**src/rtl/led_pattern_seq_if.sv**
```systemverilog
// Signal bundle between the LED pattern sequencer and its controller.
// With LED_PWM_EN defined the bundle also carries the 4-bit duty input.
interface led_pattern_seq_if;
    logic       en;
    logic [1:0] mode;
`ifdef LED_PWM_EN
    logic [3:0] duty;
`endif
    logic       step;
    logic       LED0;
    logic       LED1;
    logic       LED2;
    logic       LED3;

`ifdef LED_PWM_EN
    modport master (output en, mode, duty, input step, LED0, LED1, LED2, LED3);
    modport slave  (input en, mode, duty, output step, LED0, LED1, LED2, LED3);
`else
    modport master (output en, mode, input step, LED0, LED1, LED2, LED3);
    modport slave  (input en, mode, output step, LED0, LED1, LED2, LED3);
`endif
endinterface

```
**src/rtl/led_pattern_seq.sv**
```systemverilog
// Four-LED pattern sequencer: prescaled step of COUNT/ROTATE/BOUNCE/BLINK patterns.
// Optional macro LED_PWM_EN adds duty-cycle dimming with registered LED outputs.
module led_pattern_seq #(
    parameter int DIV = 3000000
) (
    input  logic             clk,
    input  logic             rst,
    led_pattern_seq_if.slave bus
);
    localparam int CNT_W = (DIV > 2) ? $clog2(DIV) : 1;
    localparam logic [CNT_W-1:0] CNT_MAX = CNT_W'(DIV - 1);

    localparam logic [1:0] M_COUNT  = 2'd0;
    localparam logic [1:0] M_ROTATE = 2'd1;
    localparam logic [1:0] M_BOUNCE = 2'd2;

    logic [CNT_W-1:0] r_cnt;
    logic [1:0]       r_mode_q;
    logic [3:0]       r_pat;
    logic             r_dir_down;
    logic             r_step;

    logic [3:0]       w_pat_next;
    logic             w_dir_next;
    logic             w_mode_chg;
    logic             w_wrap;

    function automatic logic [3:0] init_pat(input logic [1:0] m);
        return (m == M_ROTATE || m == M_BOUNCE) ? 4'b0001 : 4'b0000;
    endfunction

    assign w_mode_chg = (bus.mode != r_mode_q);
    assign w_wrap     = bus.en && (r_cnt == CNT_MAX);

    always_comb begin
        w_pat_next = r_pat;
        w_dir_next = r_dir_down;
        case (r_mode_q)
            M_COUNT:  w_pat_next = r_pat + 4'd1;
            M_ROTATE: w_pat_next = {r_pat[2:0], r_pat[3]};
            M_BOUNCE: begin
                // Reverse at the ends so neither end value is shown twice
                if (!r_dir_down) begin
                    if (r_pat[3]) begin
                        w_pat_next = 4'b0100;
                        w_dir_next = 1'b1;
                    end else begin
                        w_pat_next = {r_pat[2:0], 1'b0};
                    end
                end else begin
                    if (r_pat[0]) begin
                        w_pat_next = 4'b0010;
                        w_dir_next = 1'b0;
                    end else begin
                        w_pat_next = {1'b0, r_pat[3:1]};
                    end
                end
            end
            default:  w_pat_next = ~r_pat;
        endcase
    end

    always_ff @(posedge clk or posedge rst) begin
        if (rst) begin
            r_cnt      <= '0;
            r_mode_q   <= M_COUNT;
            r_pat      <= 4'b0000;
            r_dir_down <= 1'b0;
            r_step     <= 1'b0;
        end else if (w_mode_chg) begin
            // A mode change restarts the sequence and swallows a coincident step
            r_mode_q   <= bus.mode;
            r_pat      <= init_pat(bus.mode);
            r_cnt      <= '0;
            r_dir_down <= 1'b0;
            r_step     <= 1'b0;
        end else begin
            r_step <= w_wrap;
            if (w_wrap) begin
                r_cnt      <= '0;
                r_pat      <= w_pat_next;
                r_dir_down <= w_dir_next;
            end else if (bus.en) begin
                r_cnt <= r_cnt + CNT_W'(1);
            end
        end
    end

    assign bus.step = r_step;

`ifdef LED_PWM_EN
    logic [3:0] r_pwm;
    logic [3:0] r_led;

    always_ff @(posedge clk or posedge rst) begin
        if (rst) begin
            r_pwm <= 4'd0;
            r_led <= 4'b0000;
        end else begin
            r_pwm <= r_pwm + 4'd1;
            r_led <= r_pat & {4{r_pwm < bus.duty}};
        end
    end

    assign bus.LED0 = r_led[0];
    assign bus.LED1 = r_led[1];
    assign bus.LED2 = r_led[2];
    assign bus.LED3 = r_led[3];
`else
    assign bus.LED0 = r_pat[0];
    assign bus.LED1 = r_pat[1];
    assign bus.LED2 = r_pat[2];
    assign bus.LED3 = r_pat[3];
`endif
endmodule

```
**src/flat_wrapper.sv**
```systemverilog
// flat-port wrapper written by rule: the top's interface ports become plain ports
module led_pattern_seq_flat 
#(
    parameter int DIV = 3000000
)
  (clk, rst, bus_en, bus_mode, bus_step, bus_LED0, bus_LED1, bus_LED2, bus_LED3);
  led_pattern_seq_if bus_i ();
  input  logic clk;
  input  logic rst;
  input wire logic [$bits(bus_i.en)-1:0] bus_en;
  input wire logic [$bits(bus_i.mode)-1:0] bus_mode;
  output wire logic [$bits(bus_i.step)-1:0] bus_step;
  output wire logic [$bits(bus_i.LED0)-1:0] bus_LED0;
  output wire logic [$bits(bus_i.LED1)-1:0] bus_LED1;
  output wire logic [$bits(bus_i.LED2)-1:0] bus_LED2;
  output wire logic [$bits(bus_i.LED3)-1:0] bus_LED3;
  assign bus_i.en = bus_en;
  assign bus_i.mode = bus_mode;
  assign bus_step = bus_i.step;
  assign bus_LED0 = bus_i.LED0;
  assign bus_LED1 = bus_i.LED1;
  assign bus_LED2 = bus_i.LED2;
  assign bus_LED3 = bus_i.LED3;
  led_pattern_seq #(.DIV(DIV)) u_core (.clk(clk), .rst(rst), .bus(bus_i));
endmodule
```
**config.mk**
```make
export PLATFORM = sky130hd
export DESIGN_NAME = led_pattern_seq_flat
export DESIGN_NICKNAME = d
export VERILOG_FILES = /design/src/rtl/led_pattern_seq_if.sv /design/src/rtl/led_pattern_seq.sv /design/src/flat_wrapper.sv
export SDC_FILE = /design/constraint.sdc
export NUM_CORES = 1
export LEC_CHECK = 0
export ABC_AREA = 1
export BUFFER_PORTS_ARGS = -buffer_cell sky130_fd_sc_hd__buf_2
export CAP_MARGIN = 20
export CELL_PAD_IN_SITES_DETAIL_PLACEMENT = 1
export CELL_PAD_IN_SITES_GLOBAL_PLACEMENT = 2
export CORE_ASPECT_RATIO = 2
export CORE_MARGIN = 2
export CORE_UTILIZATION = 35
export DETAILED_ROUTE_END_ITERATION = 7
export PLACE_DENSITY_LB_ADDON = 0.1
export SKIP_CTS_REPAIR_TIMING = 1
export SLEW_MARGIN = 0
export SYNTH_ARGS = -nofsm -noshare
export SYNTH_HDL_FRONTEND = slang
export SYNTH_SLANG_ARGS = --single-unit
```
**constraint.sdc**
```tcl
create_clock -name clk -period 1.6 [get_ports clk]
set_clock_uncertainty 0.05 [all_clocks]
set_input_delay 0.08 -clock clk [delete_from_list [all_inputs] [get_ports clk]]
set_output_delay 0.08 -clock clk [all_outputs]
set_load 0.03 [all_outputs]
```
==> results of run 1 <==
==> cell families after synthesis <==
group / share of synthesized area (%)
adders and majority gates: 1.82
AOI/OAI and AO/OA: 5.83
buffers and inverters: 8.20
xor gates and xnor gates: 3.83
and+or+nand+nor: 43.9
DFF: 36.4
==> sequential cells by signal, indices dropped and copies added, names as in the netlist <==
signal             count
u_core.bus.step        1
u_core.r_cnt          22
u_core.r_dir_down      1
u_core.r_mode_q        2
u_core.r_pat           4
==> synth_stat cells (all sizes together) <==
cell type	number
a22oi	1
nand3	16
nor3	11
and2	1
clkbuf	3
buf	3
o211ai	3
a21oi	2
nand2	99
xor2	8
xnor2	1
nand3b	1
o21ai	13
dfrtp	30
nor2	51
o21bai	1
inv	34
nor3b	1
ha	3
nand4	16
==> layout make-up <==
class,count,share of cell area (%)
sequential,30,29.3
inverter,34,4.91
clock inverter,1,0.192
timing repair buffer,36,10.3
multi-input combinational,229,46.9
tap,61,2.94
clock buffer,7,5.49
==> final timing paths <==
check / cells after the start / slack, ns / from / end
worst min register to register: 2 / 0.50 / u_core.r_cnt[5] / u_core.r_cnt[5]
worst max register to register: 10 / 0.05 / u_core.r_cnt[1] / u_core.r_cnt[18]
worst min-delay path: 4 / 0.20 / bus_en / u_core.r_cnt[17]
min in group asynchronous: 4 / 0.38 / rst / u_core.r_mode_q[0]
max in group asynchronous: 4 / 0.79 / rst / u_core.r_cnt[6]
worst max-delay path: 10 / 0.05 / u_core.r_cnt[1] / u_core.r_cnt[18]
==> worst max-delay path: cells and delay by family, from the launching register on <==
family | cells | cell delay, ns
simple gates | 7 | 0.64
flops | 1 | 0.35
buf+inv | 2 | 0.22
fa+ha+maj | 1 | 0.21
==> power groups by stage <==
stage                     combinational, mW  sequential (mW)  clock [mW]
after floorplan                      0.0990            0.799           0
after global placement                0.188            0.785           0
after detailed placement              0.189            0.786           0
after CTS                             0.189            0.773       0.991
after global routing                  0.216            0.773        1.03
final                                 0.196            0.773       0.973
==> routing by layer <==
metal	GRT usage (%)	share of wire [%]
met2	46.0	61
met4	10.5	3.9
met1	22.3	34
met5	0	0
met3	3.34	1.9
==> flow_metrics.tcl, run 1 <==
set metrics [dict create \
    outcome "completed" \
    drt_iter0_drc 38 \
    drt_pre_antenna_iters 4 \
    die-area_um2 6550 \
    syn_area_um2 2060 \
    p_per_area_nw_per_um2 747 \
    root_buffer "clkbuf_16" \
    via_per_inst 5.23 \
    synth.distinct_cells 31 \
    cpMostUsedCell "nand2_1" \
    areaGrowthSynthToFinish_pct 26.2 \
    grt_util_all_layers_pct 23.3 \
    total_power_mw 1.94 \
    antenna_found_initial 0 \
    p_seq_share_pct 39.8 \
    layout.nets 344 \
    syn_nets 306 \
    drive_gt1_share_pct 26.1 \
    crit_path_top_delay_cell "dfrtp_1" \
    syn_area_per_cell_um2 6.92 \
    num_io_pins 10 \
    finalMaxSlewViolations 0 \
    multi_input_area_um2 1220 \
    dp_slack_ns 0.00840 \
    layout.cells.non_filler 398 \
    cts.path.max_buffers 2 \
    dp_cells 385 \
    coreArea_um2 5710 \
    p_comb_share_pct 10.1 \
    cts_buffers 5 \
    min_path_type "primary input to flop" \
    cts_tree "built" \
    relSlewSlack_pct 72.1 \
    rsz0062_at_grt "yes" \
    p_int_mw 1.45 \
    synth.area.top_cells "dfrtp_1 36%, nand2_1 17%, nor2_1 7.8%" \
    wl_per_cell_um 17.5 \
    diodes 0 \
    worst-setup-path-type "flop to flop" \
    grt_pass1_wl_mm 11.1 \
    cp-end-kind "flop" \
    htree_levels 2 \
    period_share_pct 96.9 \
    cts.clk_slew.worst_paths_ns 0.05 \
    overflow 0 \
    p_switching_mw 0.493 \
    synth-seq-area-share_pct 36.4 \
    seqCellArea_um2 761 \
    synth_seq_cells 30 \
    final_hold_viol_count 0 \
    finalSetupViolCount 0 \
    vias 2081 \
    place_hpwl_mm 5.38 \
    wirelength_mm 6.98 \
    grt_max_degree 31 \
    port_buffers 9 \
    die_h_um 113 \
    leakagePower_nw 1.19 \
    min_period_ns 1.55 \
    fp.dieW_um 58.3 \
    yosys_warnings 0 \
    clkLatencyLatePin_ns 0.29 \
    setup-tns-final_ns 0 \
    crit_path_start_kind "flop" \
    postRouteAntennaNets 0 \
    rows 39 \
    yosys.area.top_type "dfrtp_1" \
    clock.fmax_mhz 645 \
    crit_chain "ha_2 -> nand3_4 -> inv_2 -> nand2_4 -> nor2_4 -> buf_4 -> nand4_1 -> nand2_1 -> nand2_1 -> nor2_1" \
    maxCapViolCount 0 \
    worstPathMaxFanout 4 \
    clock_power_share_pct 50.1 \
    fillers 764 \
    fin_ws_ns 0.0504 \
    holdWs_ns 0.197 \
    initial_core_util_pct 36.1 \
    crit_arrival_ns 1.72 \
    drc 0 \
    critPathRequiredTime_ns 1.77 \
    place_congestion 0.824 \
    final_common_cell "nand2_1" \
    ir_drop_mv 0.586 \
    mostFrequentLayoutCells "88 x nand2_1, 38 x nor2_1, 29 x inv_1, 23 x buf_4, 22 x dfrtp_1" \
    synth_top_area_share_pct 36.4 \
    syn_inst 298 \
    place_area_um2 2330 \
    clock_sinks 30 \
    design_area_um2 2600 \
    utilization_pct 45.5 \
    critPathMaxStageDelay_ns 0.35 \
    switching_share_pct 25.4 \
    grt_pass1_vias 2151 \
    worst_pin_slew_ns 0.419 \
]
(Power assumes the default switching activity.)
==> run 2: changes to the inputs <==
Settings changed: ABC_AREA 1 to unset, CORE_UTILIZATION 35 to 38.
==> flow_metrics.tcl, run 2 <==
set metrics [dict create \
    outcome "complete, but fails checks" \
    violations "setup timing" \
    met2_usage_pct 51.1 \
    die_h_um 106 \
    initial_core_util_pct 38.7 \
    crit_arrival_ns 2.14 \
    cts_tree "built" \
    grt_max_degree 31 \
    yosys_warnings 0 \
    final_common_cell "buf_4" \
    leakagePower_nw 1.26 \
    cp-end-kind "flop" \
    vias 2281 \
    relSlewSlack_pct 68.9 \
    fin_ws_ns -0.362 \
    min_period_ns 1.96 \
    wirelength_mm 8.51 \
    synth.most_common_cell "dfrtp_1" \
    async_reset_ff_share_pct 100 \
    fp.dieW_um 54.9 \
    setup-tns-final_ns -4.72 \
    htree_levels 2 \
    worst_pin_slew_ns 0.462 \
    dp_cells 340 \
    grt_pass1_vias 2381 \
    total_power_mw 1.76 \
    finalSetupViolCount 27 \
    wl_per_cell_um 23.2 \
    via_per_inst 6.23 \
    grtUsageMet3_pct 3.97 \
    period_share_pct 123 \
    maxCapViolCount 0 \
    worstPathMaxFanout 4 \
    synth_top_area_share_pct 38.1 \
    antenna_found_initial 0 \
    crit_path_start_kind "flop" \
    place_hpwl_mm 5.59 \
    grt_util_all_layers_pct 27.5 \
    drc 0 \
    reg_top3 "u_core.r_cnt: 22 flops, u_core.r_pat: 4 flops, u_core.r_mode_q: 2 flops" \
    syn_area_um2 1970 \
    clock_sinks 30 \
    synth_seq_cells 30 \
    synth.area.top_cells "dfrtp_1 38%, o31ai_1 5.3%, a21oi_1 5.1%" \
    cts.clk_slew.worst_paths_ns 0.07 \
    drt_pre_antenna_iters 4 \
    utilization_pct 61.1 \
    drive_gt1_share_pct 52.6 \
    cts.path.max_buffers 2 \
    reg2reg_slack_ns -0.36 \
    rows 37 \
    overflow 0 \
    crit_path_top_delay_cell "nor4_1" \
    coreArea_um2 5090 \
    layout.cells.non_filler 366 \
    clkLatencyLatePin_ns 0.29 \
    finalMaxSlewViolations 0 \
    syn_inst 220 \
    crit_chain "nand2_1 -> or3_1 -> nor4_1 -> buf_4 -> mux2i_1" \
    p_per_area_nw_per_um2 566 \
    layout.nets 315 \
    cts_buffers 5 \
    synth.distinct_cells 48 \
    dp_slack_ns -0.258 \
    synthFlopType "dfrtp_1" \
    syn_nets 228 \
    diodes 0 \
    root_buffer "clkbuf_8" \
    yosys.area.top_type "dfrtp_1" \
    synth-seq-area-share_pct 38.1 \
    drt_iter0_drc 61 \
    min_path_type "primary input to flop" \
    synth_edf_count 0 \
    postRouteAntennaNets 0 \
    critPathMaxStageDelay_ns 0.46 \
    fillers 571 \
    largest_register_ff_count 22 \
    regMostFlops "u_core.r_cnt" \
    critPathRequiredTime_ns 1.77 \
    port_buffers 9 \
    die-area_um2 5810 \
    mostFrequentLayoutCells "72 x buf_4, 21 x dfrtp_1, 15 x nand2_1, 12 x o31ai_1, 12 x a21oi_2" \
    rsz0062_at_grt "yes" \
    worst-setup-path-type "flop to flop" \
    areaGrowthSynthToFinish_pct 57.8 \
    final_hold_viol_count 0 \
    grt_use_met1_pct 26.7 \
    top_usage_layer "met2" \
    grt_pass1_wl_mm 11.6 \
    syn_area_per_cell_um2 8.96 \
    yosys-top-cells-count "30 x dfrtp_1, 20 x a21oi_1, 15 x nand2_1, 14 x o31ai_1, 13 x nor2_1" \
    num_io_pins 10 \
    place_congestion 0.870 \
    clock.fmax_mhz 510 \
    ir_drop_mv 0.568 \
]
[run 2: cell count changes after synthesis, moves of 7 or more]
cell,previous run,this run
nand2_1,92,15
nor2_1,43,13
inv_1,30,7
a21oi_1,2,20
o31ai_1,0,14
nand4_1,16,5
or4_1,0,10
clkbuf_1,3,10
nor2_2,7,0
[run 2: power breakdown]
group	internal, mW	switching (mW)
sequential	0.769	0.0116
combinational	0.131	0.182
clock	0.347	0.319
[run 2: stage by stage]
| step | hold WS [ns] | area [um2] |
|---|---|---|
| after global routing | 0.0615 | 3110 |
| after global placement | 0.130 | 2640 |
| after CTS | -0.171 | 2730 |
| after detailed placement | 0.140 | 2640 |
| final | 0.0514 | 3110 |
| after floorplan | 0.121 | 2130 |
[run 2: path summary, 6_finish.rpt]
path | startpoint | endpoint | cells after the start
min | bus_mode[0] | u_core.r_mode_q[0] | 2
max in group asynchronous | rst | u_core.r_cnt[14] | 4
max reg2reg | u_core.r_cnt[16] | u_core.r_cnt[20] | 5
max | u_core.r_cnt[16] | u_core.r_cnt[20] | 5
min in group asynchronous | rst | u_core.r_cnt[7] | 4
min reg2reg | u_core.r_pat[1] | u_core.r_pat[1] | 1
[run 2: kinds of logic after synthesis]
family	count (synthesis)	synth area share (%)
flip-flops	30	38.1
XOR/XNOR	6	3.43
adder cells (fa/ha/maj)	3	1.90
multiplexers	4	2.16
AO/OA/AOI/OAI	61	21.1
AND/OR/NAND/NOR	94	28.5
buffers and inverters	22	4.83
[run 2: area by class of cell]
| cell class | count | area (um2) | area share, % |
|---|---|---|---|
| repair buffers | 94 | 757 | 24.3 |
| flip-flops and latches | 30 | 762 | 24.5 |
| clock inverters | 1 | 5.00 | 0.161 |
| inverters | 7 | 26.3 | 0.845 |
| multi-input cells | 169 | 1400 | 45.1 |
| clock buffers | 7 | 86.3 | 2.78 |
| well taps | 58 | 72.6 | 2.33 |
[run 2: critical path, delay by kind of cell, from the launching register on]
family | cells | cell delay (ns)
flip-flops | 1 | 0.44
AND/OR/NAND/NOR | 3 | 1.02
multiplexers | 1 | 0.17
buffers and inverters | 1 | 0.21
[run 2: routing by layer]
metal  vias up  wire length [um]
li1       1021                 -
met1      1176              2860
met2        49              5040
met3        35               204
met4         0               412
met5         -                 0
==> run 3: changes to the inputs <==
Settings changed: RECOVER_POWER set to 50.
==> flow_metrics.tcl, run 3 (same netlist as run 2, synthesis figures left out) <==
set metrics [dict create \
    wl_per_cell_um 23.3 \
    critPathMaxStageDelay_ns 0.46 \
    crit_chain "nand2_1 -> or3_1 -> nor4_1 -> buf_4 -> mux2i_1" \
    r2r-end "u_core.r_cnt[20]" \
    min_period_ns 1.96 \
    worstPathMaxFanout 4 \
    cts_tree "built" \
    num_io_pins 10 \
    cts_buffers 5 \
    total_power_mw 1.76 \
    clock.fmax_mhz 510 \
    final_hold_viol_count 0 \
    initial_core_util_pct 38.7 \
    cp-end-kind "flop" \
    maxCapViolCount 0 \
    clock_sinks 30 \
    place_area_um2 2640 \
    fin_ws_ns -0.361 \
    port_buffers 9 \
    drt_pre_antenna_iters 4 \
    p_per_area_nw_per_um2 567 \
    layout.nets 315 \
    switching_share_pct 29.3 \
    grt_pass1_wl_mm 11.6 \
    cts.path.max_buffers 2 \
    worstHoldStart "bus_mode[0]" \
    crit_path_top_delay_cell "nor4_1" \
    period_share_pct 123 \
    crit_arrival_ns 2.14 \
    fp.dieW_um 54.9 \
    antenna_found_initial 0 \
    utilization_pct 61.0 \
    place_congestion 0.870 \
    rows 37 \
    min_path_type "primary input to flop" \
    critPathRequiredTime_ns 1.77 \
    via_per_inst 6.23 \
    die_h_um 106 \
    rsz0062_at_grt "yes" \
    leakagePower_nw 1.25 \
    place_hpwl_mm 5.59 \
    drt_iter0_drc 61 \
    outcome "complete, but fails checks" \
    mostFrequentLayoutCells "71 x buf_4, 21 x dfrtp_1, 15 x nand2_1, 12 x o31ai_1, 12 x a21oi_2" \
    largest_register_ff_count 22 \
    clock_power_share_pct 38.0 \
    relSlewSlack_pct 44.4 \
    crit_path_start_kind "flop" \
    ir_drop_mv 0.570 \
    coreArea_um2 5090 \
    drc 0 \
    worst-setup-path-type "flop to flop" \
    overflow 0 \
    root_buffer "clkbuf_8" \
    vias 2282 \
    design_area_um2 3110 \
    areaGrowthSynthToFinish_pct 57.6 \
    reg_top3 "u_core.r_cnt: 22 flops, u_core.r_pat: 4 flops, u_core.r_mode_q: 2 flops" \
    reg2reg_depth 5 \
    die-area_um2 5810 \
    wirelength_mm 8.52 \
    crit_family "simple AND/OR/NAND/NOR gates" \
    p_int_mw 1.25 \
    grt_util_all_layers_pct 27.5 \
    grt_max_degree 31 \
    finalMaxSlewViolations 0 \
    violations "setup timing" \
    clkLatencyLatePin_ns 0.30 \
    p_comb_share_pct 17.7 \
    postRouteAntennaNets 0 \
    cts.clk_slew.worst_paths_ns 0.07 \
    diodes 0 \
    final_common_cell "buf_4" \
    dp_cells 340 \
    cp-endpoint "u_core.r_cnt[20]" \
    path_buf_inv 1 \
    htree_levels 2 \
    layout.cells.non_filler 366 \
    holdWs_ns 0.0996 \
    drive_gt1_share_pct 51.9 \
    finalSetupViolCount 27 \
    regMostFlops "u_core.r_cnt" \
    reg2reg_slack_ns -0.36 \
    worst_pin_slew_ns 0.833 \
    p_seq_share_pct 44.3 \
    grt_pass1_vias 2381 \
    path_depth 5 \
    crit_start "u_core.r_cnt[16]" \
    rr_startpoint "u_core.r_cnt[16]" \
    p_switching_mw 0.515 \
    fillers 569 \
]
-- run 3: cell count changes in the layout (fill, tap and decap cells not counted), sizes merged --
cell	change
clkbuf	+3
buf	-3
-- run 3: cell type report --
| class | count | area, um2 | share of cell area (%) |
|---|---|---|---|
| multi-input combinational | 169 | 1400 | 45.1 |
| timing repair buffer | 94 | 752 | 24.2 |
| inverter | 7 | 26.3 | 0.846 |
| clock inverter | 1 | 5.00 | 0.161 |
| tap | 58 | 72.6 | 2.34 |
| sequential | 30 | 762 | 24.5 |
| clock buffer | 7 | 86.3 | 2.78 |
-- run 3: how the worst min path moves through the flow --
stage                              end  cells after the start
detailed placement     u_core.r_cnt[9]                      3
floorplan              u_core.bus.step                      1
global placement       u_core.r_cnt[9]                      3
CTS                   u_core.r_cnt[19]                      3
global route        u_core.r_mode_q[0]                      2
finish              u_core.r_mode_q[0]                      2
-- run 3: power by group through the flow --
stage	registers [mW]	logic (mW)	clock network, mW
5_1_grt	0.781	0.332	0.708
4_1_cts	0.779	0.261	0.672
3_3_place_gp	0.793	0.248	0
2_1_floorplan	0.807	0.131	0
3_5_place_dp	0.793	0.259	0
6_report	0.780	0.312	0.668
-- run 3: per-stage QoR --
| stage | setup WS [ns] | TNS, ns |
|---|---|---|
| final | -0.361 | -4.70 |
| after global routing | -0.360 | -5.46 |
| after CTS | -0.295 | -6.07 |
| after detailed placement | -0.258 | -5.36 |
| after global placement | -0.248 | -3.61 |
| after floorplan | -0.156 | -1.87 |
-- run 3: metal layers --
| layer | track usage (%) | part of all wire, % |
|---|---|---|
| met5 | 0 | 0 |
| met4 | 14.1 | 4.8 |
| met3 | 3.97 | 2.3 |
| met2 | 51.1 | 59 |
| met1 | 26.7 | 34 |
